## src/rtl/uart_pkg.sv

```systemverilog
// Shared constants and helpers for the UART receive deframer.
// Entry layout: {break, ferr, perr, data}.
package uart_pkg;

  localparam int PERR_OFS = 0;
  localparam int FERR_OFS = 1;
  localparam int BRK_OFS  = 2;

  localparam logic PAR_EVEN = 1'b0;
  localparam logic PAR_ODD  = 1'b1;

  function automatic int frame_w(
    input int data_bits,
    input int parity_en,
    input int stop_bits
  );
    return 1 + data_bits + parity_en + stop_bits;
  endfunction

endpackage

```

## src/rtl/uart_sync_fifo.sv

```systemverilog
// Generic first-word-fall-through FIFO.
// Head is read combinationally at the read pointer.
module uart_sync_fifo #(
  parameter int WIDTH = 8,
  parameter int DEPTH = 4,
  localparam int AW = $clog2(DEPTH),
  localparam int CW = $clog2(DEPTH + 1)
) (
  input  logic             clk,
  input  logic             rst,
  input  logic             push,
  input  logic [WIDTH-1:0] din,
  input  logic             pop,
  output logic [WIDTH-1:0] dout,
  output logic [CW-1:0]    count,
  output logic             full,
  output logic             empty
);

  logic [WIDTH-1:0] mem [DEPTH];
  logic [AW-1:0]    wr_ptr;
  logic [AW-1:0]    rd_ptr;
  logic             do_push;
  logic             do_pop;

  assign full    = (count == CW'(DEPTH));
  assign empty   = (count == '0);
  assign do_pop  = pop && !empty;
  assign do_push = push && (!full || do_pop);
  assign dout    = empty ? '0 : mem[rd_ptr];

  // Storage write; contents are not reset.
  always_ff @(posedge clk) begin
    if (do_push) mem[wr_ptr] <= din;
  end

  // Pointer and occupancy tracking.
  always_ff @(posedge clk or posedge rst) begin
    if (rst) begin
      wr_ptr <= '0;
      rd_ptr <= '0;
      count  <= '0;
    end else begin
      if (do_push) wr_ptr <= wr_ptr + 1'b1;
      if (do_pop)  rd_ptr <= rd_ptr + 1'b1;
      if (do_push && !do_pop)
        count <= count + CW'(1);
      else if (do_pop && !do_push)
        count <= count - CW'(1);
    end
  end

endmodule

```

## src/rtl/uart_deframe_fifo.sv

```systemverilog
// UART receive deframer: splits frames, checks
// parity/stop/break and queues results in a FWFT FIFO.
module uart_deframe_fifo
  import uart_pkg::*;
#(
  parameter int DATA_BITS  = 8,
  parameter int PARITY_EN  = 1,
  parameter int STOP_BITS  = 1,
  parameter int FIFO_DEPTH = 4,
  localparam int FRAME_W =
    frame_w(DATA_BITS, PARITY_EN, STOP_BITS),
  localparam int CNT_W = $clog2(FIFO_DEPTH + 1)
) (
  input  logic                 clk,
  input  logic                 rst,
  input  logic [FRAME_W-1:0]   data_parll,
  input  logic                 recieved_flag,
  input  logic                 parity_odd,
  input  logic                 clr_overrun,
  output logic [DATA_BITS-1:0] rx_data,
  output logic                 rx_perr,
  output logic                 rx_ferr,
  output logic                 rx_break,
  output logic                 rx_valid,
  input  logic                 rx_ready,
  output logic                 overrun,
  output logic [CNT_W-1:0]     fifo_count
);

  localparam int ENT_W = DATA_BITS + 3;

  logic [DATA_BITS-1:0] data;
  logic                 start;
  logic                 par;
  logic [STOP_BITS-1:0] stop;
  logic                 perr;
  logic                 ferr;
  logic                 brk;
  logic [ENT_W-1:0]     din;
  logic [ENT_W-1:0]     dout;
  logic                 full;
  logic                 empty;
  logic                 pop;
  logic                 push;
  logic                 ovr_set;

  // Field split and error checks on the incoming frame.
  always_comb begin
    start = data_parll[0];
    data  = data_parll[DATA_BITS:1];
    par   = data_parll[DATA_BITS+1];
    stop  = data_parll[FRAME_W-1 -: STOP_BITS];
    perr  = (PARITY_EN != 0) &&
            (^data ^ par ^ (parity_odd == PAR_ODD));
    ferr  = start | ~(&stop);
    brk   = ~(|data_parll);
    din   = '0;
    din[DATA_BITS-1:0]        = data;
    din[DATA_BITS + PERR_OFS] = perr;
    din[DATA_BITS + FERR_OFS] = ferr;
    din[DATA_BITS + BRK_OFS]  = brk;
  end

  assign pop     = rx_valid && rx_ready;
  assign push    = recieved_flag && (!full || pop);
  assign ovr_set = recieved_flag && full && !pop;

  uart_sync_fifo #(
    .WIDTH (ENT_W),
    .DEPTH (FIFO_DEPTH)
  ) u_fifo (
    .clk   (clk),
    .rst   (rst),
    .push  (push),
    .din   (din),
    .pop   (pop),
    .dout  (dout),
    .count (fifo_count),
    .full  (full),
    .empty (empty)
  );

  assign rx_valid = !empty;
  assign rx_data  = dout[DATA_BITS-1:0];
  assign rx_perr  = dout[DATA_BITS + PERR_OFS];
  assign rx_ferr  = dout[DATA_BITS + FERR_OFS];
  assign rx_break = dout[DATA_BITS + BRK_OFS];

  // Sticky overrun; a new drop outranks a clear.
  always_ff @(posedge clk or posedge rst) begin
    if (rst)
      overrun <= 1'b0;
    else if (ovr_set)
      overrun <= 1'b1;
    else if (clr_overrun)
      overrun <= 1'b0;
  end

endmodule
```

## config.mk

```make
export PLATFORM = sky130hd
export DESIGN_NAME = uart_deframe_fifo
export DESIGN_NICKNAME = d
export VERILOG_FILES = /design/src/rtl/uart_pkg.sv /design/src/rtl/uart_sync_fifo.sv /design/src/rtl/uart_deframe_fifo.sv
export SDC_FILE = /design/constraint.sdc
export NUM_CORES = 1
export LEC_CHECK = 0
export ABC_CLOCK_PERIOD_IN_PS = 5100
export BUFFER_PORTS_ARGS = -buffer_cell sky130_fd_sc_hd__buf_2
export CORE_MARGIN = 2
export CORE_UTILIZATION = 60
export CTS_CLUSTER_SIZE = 24
export DETAILED_ROUTE_END_ITERATION = 10
export PLACE_DENSITY = 0.9
export SLEW_MARGIN = 20
export SYNTH_ARGS = -nofsm -noshare
export SYNTH_HDL_FRONTEND = slang
export SYNTH_SLANG_ARGS = --single-unit
```

## constraint.sdc

```tcl
create_clock -name clk -period 5.1 [get_ports clk]
set_clock_uncertainty 0.05 [all_clocks]
set_input_delay 0.51 -clock clk [delete_from_list [all_inputs] [get_ports clk]]
set_output_delay 0.51 -clock clk [all_outputs]
set_load 0.01 [all_outputs]
```

==> results.sh, run 1 <==
export IMPL_antenna_found_initial=0
export IMPL_pin_count=33
export IMPL_worstSetupPathType="flop to primary output"
export IMPL_worst_pin_slew_ns=0.776
export IMPL_dp_cells=198
export IMPL_dp_hpwl_mm=2.75
export IMPL_critPathLaunchType="flop"
export IMPL_maxCapViolCount=0
export IMPL_gp_congestion=0.759
export IMPL_required_ns=4.54
export IMPL_htree_levels=2
export IMPL_grt_max_degree=17
export IMPL_cts_sinks=52
export IMPL_vias=1172
export IMPL_path_clk_slew_ns=0.09
export IMPL_stdcell_count=206
export IMPL_syn_inst=122
export IMPL_syn_nets=145
export IMPL_cts_buffers=5
export IMPL_fin_setup_tns_ns=0
export IMPL_area_growth_pct=13.4
export IMPL_die_y_um=65.2
export IMPL_ys_seq_elements=52
export IMPL_drtAntennaViolNets=0
export IMPL_max_slew_margin_pct=48.3
export IMPL_seqCellArea_sq_um=1520
export IMPL_rsz0062_at_grt="no"
export IMPL_postCtsSetupBuffers=0
export IMPL_wl_per_cell_um=19.0
export IMPL_critPathSlowestCell="dfrtp_1"
export IMPL_drt_iter0_markers=80
export IMPL_first_pass_iters=4
export IMPL_path_buf_inv=1
export IMPL_cellLeakagePower_nw=0.950
export IMPL_cts_tree="built"
export IMPL_fin_crit_sh_pct=52.9
export IMPL_endpoint_kind="primary output"
export IMPL_grt_pass1_wl_mm=6.49
export IMPL_hold_path_class="primary input to async pin"
export IMPL_multi_input_area_sq_um=676
export IMPL_r2r_slack_ns=2.64
export IMPL_track_usage_pct=21.9
export IMPL_yosys_area_share_simple_pct=7.41
export IMPL_worstPathCellList="mux4_1 > and2_1 > buf_2"
export IMPL_row_count=22
export IMPL_diodes=0
export IMPL_crit_arrival_ns=2.14
export IMPL_wl_mm=3.91
export IMPL_crit_family="flip-flops"
export IMPL_synth_adder_area_share_pct=3.67
export IMPL_die_area_sq_um=4250
export IMPL_synth_warnings=0
export IMPL_synth_top_family_by_area="multiplexers"
export IMPL_synth_compound_area_share_pct=0.223
export IMPL_setup_viol=0
export IMPL_drv_slew=0
export IMPL_synth_cell_types=25
export IMPL_drc=0
export IMPL_fill_cells=250
export IMPL_root_buffer="clkbuf_8"
export IMPL_syn_area_sq_um=2250
export IMPL_powerDensity_nw_per_um2=555
export IMPL_clkLatencyLatePin_ns=0.31
export IMPL_status="complete, no violations"
export IMPL_post_route_min_period_ns=2.70
export IMPL_start_util_pct=61.8
export IMPL_max_freq_mhz=370
export IMPL_whs_ns=0.0908
export IMPL_drive_gt1_share_pct=31.6
export IMPL_finalHoldViolCount=0
export IMPL_gr_total_overflow=0
export IMPL_port_buffers=32
export IMPL_cp_slowest_stage_delay_ns=0.86
export IMPL_core_sq_um=3630
export IMPL_peakVddDrop_mv=0.285
export IMPL_cts_hold_fix_buffers=0
export IMPL_synth_xor_area_share_pct=6.07
export IMPL_muxShareOfSynthArea_pct=12.7
export IMPL_first_global_vias=1299
export IMPL_via_per_inst=5.69
export IMPL_ctsLongestPathBuffers=2
export IMPL_crit_fanout=13
export IMPL_avgSynthCellArea_sq_um=18.4
export IMPL_final_nets=180
export IMPL_seq_area_frac_synth_pct=67.7
export IMPL_dieWidth_um=65.2
export IMPL_ctsResizeCount=0
## routing by layer
| metal | routed length [um] | GRT usage (%) |
|---|---|---|
| met4 | 107 | 10.4 |
| met2 | 2180 | 39.4 |
| met3 | 159 | 6.16 |
| met1 | 1470 | 23.6 |
| met5 | 0 | 0 |
## cells in the mapped netlist
master	number	area [sq um]
edfxtp_1	44	1320
and2_1	15	93.8
xnor2_1	11	96.3
dfrtp_1	8	200
mux4_2	8	180
ha_1	5	62.6
inv_1	5	18.8
mux4_1	3	78.8
nand2_1	3	11.3
nor4_1	3	18.8
buf_6	2	22.5
xor2_1	2	17.5
buf_2	1	5.00
clkbuf_1	1	3.75
fa_1	1	20.0
mux2_2	1	11.3
mux2_4	1	15.0
nand2b_1	1	6.26
nand3_1	1	5.00
nor2_1	1	3.75
nor2b_1	1	6.26
nor4b_2	1	15.0
o21ai_0	1	5.00
or3_1	1	6.26
xnor3_1	1	22.5
## sequential cells by signal (all words and copies together) (netlist names)
signal,count
u_fifo.mem,44
u_fifo.count,3
u_fifo.wr_ptr,2
overrun,1
u_fifo.rd_ptr,2
## layout by cell type (no fill, tap or decap), types with 5 or more instances in the layout
cell,instances
dfrtp_1,8
edfxtp_1,44
xnor2_1,11
and2_1,15
ha_1,5
buf_2,32
inv_1,5
clkbuf_8,5
mux4_2,8
## cells by family after synthesis
family | count (synthesis)
adder cells (fa/ha/maj) | 6
XOR/XNOR | 14
AO/OA/AOI/OAI | 1
AND/OR/NAND/NOR | 27
flip-flops | 52
buffers and inverters | 9
multiplexers | 13
## area by class of cell
| cell class | instances | share of cell area (%) |
|---|---|---|
| Timing Repair Buffer | 32 | 6.29 |
| Sequential cell | 52 | 59.7 |
| Inverter | 5 | 0.737 |
| Tap cell | 48 | 2.36 |
| Clock buffer | 5 | 2.70 |
| Multi-Input combinational cell | 61 | 26.5 |
| Clock inverter | 3 | 1.67 |
## path summary, 6_finish.rpt
path,from,end,cells past startpoint
worst min-delay path,rst,u_fifo.count[2],2
worst max register to register,u_fifo.count[0],u_fifo.count[2],8
min in group clk,clr_overrun,overrun,2
worst max-delay path,u_fifo.rd_ptr[0],rx_data[3],3
worst min register to register,overrun,overrun,2
max in group asynchronous,rst,u_fifo.count[1],2
## power breakdown
group | internal [mW] | switching, mW | leakage (nW)
logic | 0.253 | 0.218 | 0.395
registers | 0.575 | 0.0945 | 0.499
clock network | 0.145 | 0.129 | 0.0558
total | 0.973 | 0.441 | 0.950
## per-stage QoR
step | total power, mW | utilization (%) | setup slack, ns | cell area, sq um
2_1_floorplan | 0.992 | - | 2.99 | 2250
3_3_place_gp | 1.12 | 67.0 | 2.76 | 2440
3_5_place_dp | 1.16 | 67.0 | 2.61 | 2440
4_1_cts | 1.43 | 70.1 | 2.34 | 2550
5_1_grt | 1.50 | 70.1 | 2.28 | 2550
6_report | 1.41 | 70.1 | 2.40 | 2550
Power figures use the tool's default switching activity.
==> run 2, diff against run 1 <==
- ABC_CLOCK_PERIOD_IN_PS: 5100 -> 2500
- CORE_UTILIZATION: 60 -> 56
- PLACE_DENSITY: 0.9 -> 0.85
- clock period: 5.1 -> 2.5 ns (I/O delays scaled with it)
==> run 2 against run 1 <==
Worst setup slack lost 2.2 ns. Register-to-register slack got worse by 2.4 ns. Cell count grew 2.4%. Largest cell class unchanged.
==> results.sh, run 2 (same netlist as run 1, synthesis figures left out) <==
export IMPL_status="complete, no violations"
export IMPL_mostFrequentLayoutCell="edfxtp_1"
export IMPL_via_per_inst=5.44
export IMPL_area_growth_pct=14.5
export IMPL_cts_buffers=5
export IMPL_power_switching_mw=0.908
export IMPL_cts_sinks=52
export IMPL_track_usage_pct=20.1
export IMPL_drive_gt1_share_pct=32.9
export IMPL_finalHoldViolCount=0
export IMPL_post_route_min_period_ns=2.28
export IMPL_critPathLaunchType="flop"
export IMPL_combPwrFrac_pct=35.6
export IMPL_r2r_start="u_fifo.count[0]"
export IMPL_largest_reg_flops=44
export IMPL_grt_max_degree=16
export IMPL_dp_hpwl_mm=2.71
export IMPL_wl_mm=3.92
export IMPL_drc=0
export IMPL_hold_path_class="primary input to flop"
export IMPL_required_ns=2.67
export IMPL_drtAntennaViolNets=0
export IMPL_gp_congestion=0.726
export IMPL_crit_fanout=5
export IMPL_hp_start="clr_overrun"
export IMPL_fin_crit_sh_pct=91.1
export IMPL_wl_per_cell_um=18.6
export IMPL_first_pass_iters=4
export IMPL_maxCapViolCount=0
export IMPL_peakVddDrop_mv=0.629
export IMPL_powerDensity_nw_per_um2=1130
export IMPL_final_nets=183
export IMPL_antenna_found_initial=0
export IMPL_max_slew_margin_pct=59.5
export IMPL_die_area_sq_um=4540
export IMPL_root_buffer="clkbuf_8"
export IMPL_switching_share_pct=31.2
export IMPL_start_util_pct=57.0
export IMPL_drt_iter0_markers=50
export IMPL_core_sq_um=3940
export IMPL_first_global_vias=1244
export IMPL_regMostFlops="u_fifo.mem"
export IMPL_max_freq_mhz=439
export IMPL_pwr_share_clk_pct=19.4
export IMPL_ctsLongestPathBuffers=2
export IMPL_grt_pass1_wl_mm=6.25
export IMPL_vias=1147
export IMPL_fin_setup_tns_ns=0
export IMPL_worst_pin_slew_ns=0.607
export IMPL_htree_levels=2
export IMPL_endpoint_kind="flop"
export IMPL_dieWidth_um=67.3
export IMPL_diodes=0
export IMPL_worstSetupPathType="flop to flop"
export IMPL_setup_viol=0
export IMPL_postCtsSetupBuffers=0
export IMPL_path_clk_slew_ns=0.09
export IMPL_die_y_um=67.3
export IMPL_row_count=23
export IMPL_top_regs="u_fifo.mem: 44 flops, u_fifo.count: 3 flops"
export IMPL_gr_total_overflow=0
export IMPL_crit_arrival_ns=2.45
export IMPL_startpoint="u_fifo.count[0]"
export IMPL_rsz0062_at_grt="no"
export IMPL_whs_ns=0.0713
export IMPL_clkLatencyLatePin_ns=0.30
export IMPL_power_internal_mw=2.01
export IMPL_final_cell_mix="edfxtp_1, buf_2, and2_1"
export IMPL_pin_count=33
export IMPL_port_buffers=32
export IMPL_cellLeakagePower_nw=0.964
export IMPL_cts_tree="built"
export IMPL_p_seq_share_pct=44.9
export IMPL_drv_slew=0
-- run 2: metrics by stage --
step / instances / power [mW] / util, % / setup WS, ns / area, sq um
after floorplan: 122 / 2.02 / - / 0.388 / 2250
after global placement: 202 / 2.31 / 62.2 / 0.387 / 2450
after detailed placement: 202 / 2.39 / 62.2 / 0.138 / 2450
after CTS: 211 / 2.95 / 65.2 / 0.0781 / 2570
after global routing: 211 / 3.09 / 65.3 / 0.175 / 2570
final: 211 / 2.91 / 65.3 / 0.221 / 2570
-- run 2: area by class of cell --
cell class	count	area [sq um]
Clock buffer	6	72.6
Tap cell	50	62.6
Timing Repair Buffer	35	185
Multi-Input combinational cell	61	678
Sequential cell	52	1520
Clock inverter	2	35.0
Fill cell	287	1370
Inverter	5	18.8
-- run 2: repair_timing --
item / CTS / global route
gates resized for setup: 0 / 1
endpoints found under the setup margin: 0 / 1
hold endpoints to repair: 8 / 0
hold buffers: 1 / 0
-- run 2: worst paths after layout --
check,endpoint,slack (ns),cells past startpoint
max,u_fifo.count[2],0.22,8
min,overrun,0.07,2
max reg2reg,u_fifo.count[2],0.22,8
min reg2reg,u_fifo.rd_ptr[0],0.48,1
max in group asynchronous,u_fifo.wr_ptr[1],1.79,3
min in group asynchronous,u_fifo.rd_ptr[0],0.38,3
-- run 2: power by group through the flow --
stage          Clock, mW  Combinational [mW]  Sequential, mW
4_1_cts            0.567                1.06            1.31
2_1_floorplan          0               0.741            1.28
5_1_grt            0.601                1.15            1.33
6_report           0.566                1.04            1.31
3_5_place_dp           0                1.06            1.33
3_3_place_gp           0                1.01            1.30
-- run 2: per-layer routing --
metal  track usage, %  routed length [um]
met4             9.18                  74
met3             3.50                 106
met5                0                   0
met2             36.5                2150
met1             23.1                1580
-- run 2: critical path, cell delays in order, from the launching register on --
cell	delay, ns
dfrtp_1	0.46
or3_1	0.43
nand2_1	0.13
ha_1	0.19
inv_1	0.06
fa_1	0.37
xor2_1	0.15
nor2_1	0.14
xor2_1	0.21
==> run 3, diff against run 2 <==
--- a/constraint.sdc
+++ b/constraint.sdc
@@ -3,3 +3,3 @@
 set_input_delay 0.25 -clock clk [delete_from_list [all_inputs] [get_ports clk]]
 set_output_delay 0.25 -clock clk [all_outputs]
-set_load 0.01 [all_outputs]
+set_load 0.1 [all_outputs]
==> run 3 against run 2 <==
Die area did not move. Register-to-register slack got worse by 0.05 ns. Worst setup slack got worse by 0.049 ns. Cell count did not move. Final area fell by 0.58%. Count of clock-buffer cells in the layout rose by 1. Global-route usage rose by 0.073 points. Non-clock buffer count did not move. Hold slack got worse by 0.0034 ns. Wire length fell by 1.6%. Largest cell class unchanged.
==> results.sh, run 3 (same netlist as run 1, synthesis figures left out) <==
export IMPL_track_usage_pct=20.2
export IMPL_critPathLaunchType="flop"
export IMPL_fin_crit_sh_pct=93.1
export IMPL_worstPathCellList="nor4b_2 > nor2b_1 > ha_1 > inv_1 > fa_1 > xor2_1 > nor2_1 > xor2_1"
export IMPL_cts_buffers=5
export IMPL_crit_arrival_ns=2.50
export IMPL_wl_mm=3.85
export IMPL_fin_setup_tns_ns=0
export IMPL_largest_reg_flops=44
export IMPL_grt_max_degree=15
export IMPL_endpoint_kind="flop"
export IMPL_first_global_vias=1244
export IMPL_final_cell_mix="edfxtp_1, buf_2, xnor2_1"
export IMPL_post_route_min_period_ns=2.33
export IMPL_start_util_pct=57.0
export IMPL_hold_path_class="primary input to flop"
export IMPL_die_y_um=67.3
export IMPL_core_sq_um=3940
export IMPL_regMostFlops="u_fifo.mem"
export IMPL_port_buffers=32
export IMPL_stdcell_count=211
export IMPL_clkLatencyLatePin_ns=0.30
export IMPL_vias=1162
export IMPL_cp_slowest_stage_delay_ns=0.43
export IMPL_rsz0062_at_grt="no"
export IMPL_dp_hpwl_mm=2.64
export IMPL_antenna_found_initial=0
export IMPL_drc=0
export IMPL_worst_pin_slew_ns=0.585
export IMPL_diodes=0
export IMPL_die_area_sq_um=4540
export IMPL_status="complete, no violations"
export IMPL_utilization_pct=64.9
export IMPL_drt_iter0_markers=56
export IMPL_dieWidth_um=67.3
export IMPL_gp_congestion=0.698
export IMPL_dp_cells=202
export IMPL_worstSetupPathType="flop to flop"
export IMPL_drtAntennaViolNets=0
export IMPL_max_slew_margin_pct=61.0
export IMPL_gr_total_overflow=0
export IMPL_crit_fanout=7
export IMPL_root_buffer="clkbuf_8"
export IMPL_grt_pass1_wl_mm=6.16
export IMPL_top_regs="u_fifo.mem: 44 flops, u_fifo.count: 3 flops"
export IMPL_path_clk_slew_ns=0.09
export IMPL_critPathSlowestCell="dfrtp_2"
export IMPL_finalHoldViolCount=0
export IMPL_required_ns=2.67
export IMPL_first_pass_iters=4
export IMPL_cts_tree="built"
export IMPL_drv_slew=0
export IMPL_final_nets=183
export IMPL_whs_ns=0.0679
export IMPL_ctsLongestPathBuffers=2
export IMPL_setup_viol=0
export IMPL_max_freq_mhz=430
export IMPL_pin_count=33
export IMPL_via_per_inst=5.51
export IMPL_htree_levels=2
export IMPL_drive_gt1_share_pct=38.5
export IMPL_mostFrequentLayoutCell="edfxtp_1"
export IMPL_postCtsSetupBuffers=0
export IMPL_maxCapViolCount=0
export IMPL_crit_top_cell="xor2_1"
export IMPL_area_growth_pct=13.9
export IMPL_wl_per_cell_um=18.3
export IMPL_row_count=23
export IMPL_cts_sinks=52
## run 3: final cells by class
| class | count | area, sq um |
|---|---|---|
| clock inverter | 1 | 3.75 |
| timing repair buffer | 35 | 185 |
| sequential | 52 | 1530 |
| multi-input combinational | 61 | 687 |
| clock buffer | 7 | 76.3 |
| fill | 276 | 1380 |
| inverter | 5 | 18.8 |
| tap | 50 | 62.6 |
## run 3: repair_timing
item / in CTS / in global routing
endpoints found under the setup margin: 0 / 0
gates resized for setup: 0 / 0
hold endpoints to repair: 8 / 0
hold buffers: 1 / 0
## run 3: metal layers
layer	vias up	track usage (%)	routed length (um)
met5	-	0	0
met4	0	11.5	108
met3	11	4.17	139
met2	33	35.1	2090
met1	588	23.1	1510
li1	530	-	-
## run 3: stage by stage
stage,instance area [sq um],setup slack (ns)
after floorplan,2260,0.135
after global placement,2470,0.376
after detailed placement,2470,0.206
after CTS,2560,0.158
after global routing,2560,0.0334
final,2560,0.173
## run 3: worst max-delay path: cells and delay by family (launching register included)
| kind | cells | cell delay [ns] |
|---|---|---|
| adders and majority gates | 2 | 0.65 |
| buffers and inverters | 1 | 0.06 |
| xor gates and xnor gates | 2 | 0.32 |
| and+or+nand+nor | 3 | 0.72 |
| DFF | 1 | 0.43 |
## run 3: final timing paths
check,startpoint,endpoint,slack (ns),depth (start not counted)
worst max-delay path,u_fifo.count[2],u_fifo.count[2],0.17,8
worst min-delay path,clr_overrun,overrun,0.07,2
worst max register to register,u_fifo.count[2],u_fifo.count[2],0.17,8
worst min register to register,u_fifo.count[2],u_fifo.count[2],0.46,1
max in group asynchronous,rst,u_fifo.count[2],1.78,3
min in group asynchronous,rst,u_fifo.wr_ptr[0],0.37,3
Power of run 3 is left out: the tool's default activity adds up to more than one toggle a clock period on the data nets, which glitch-free logic cannot reach.
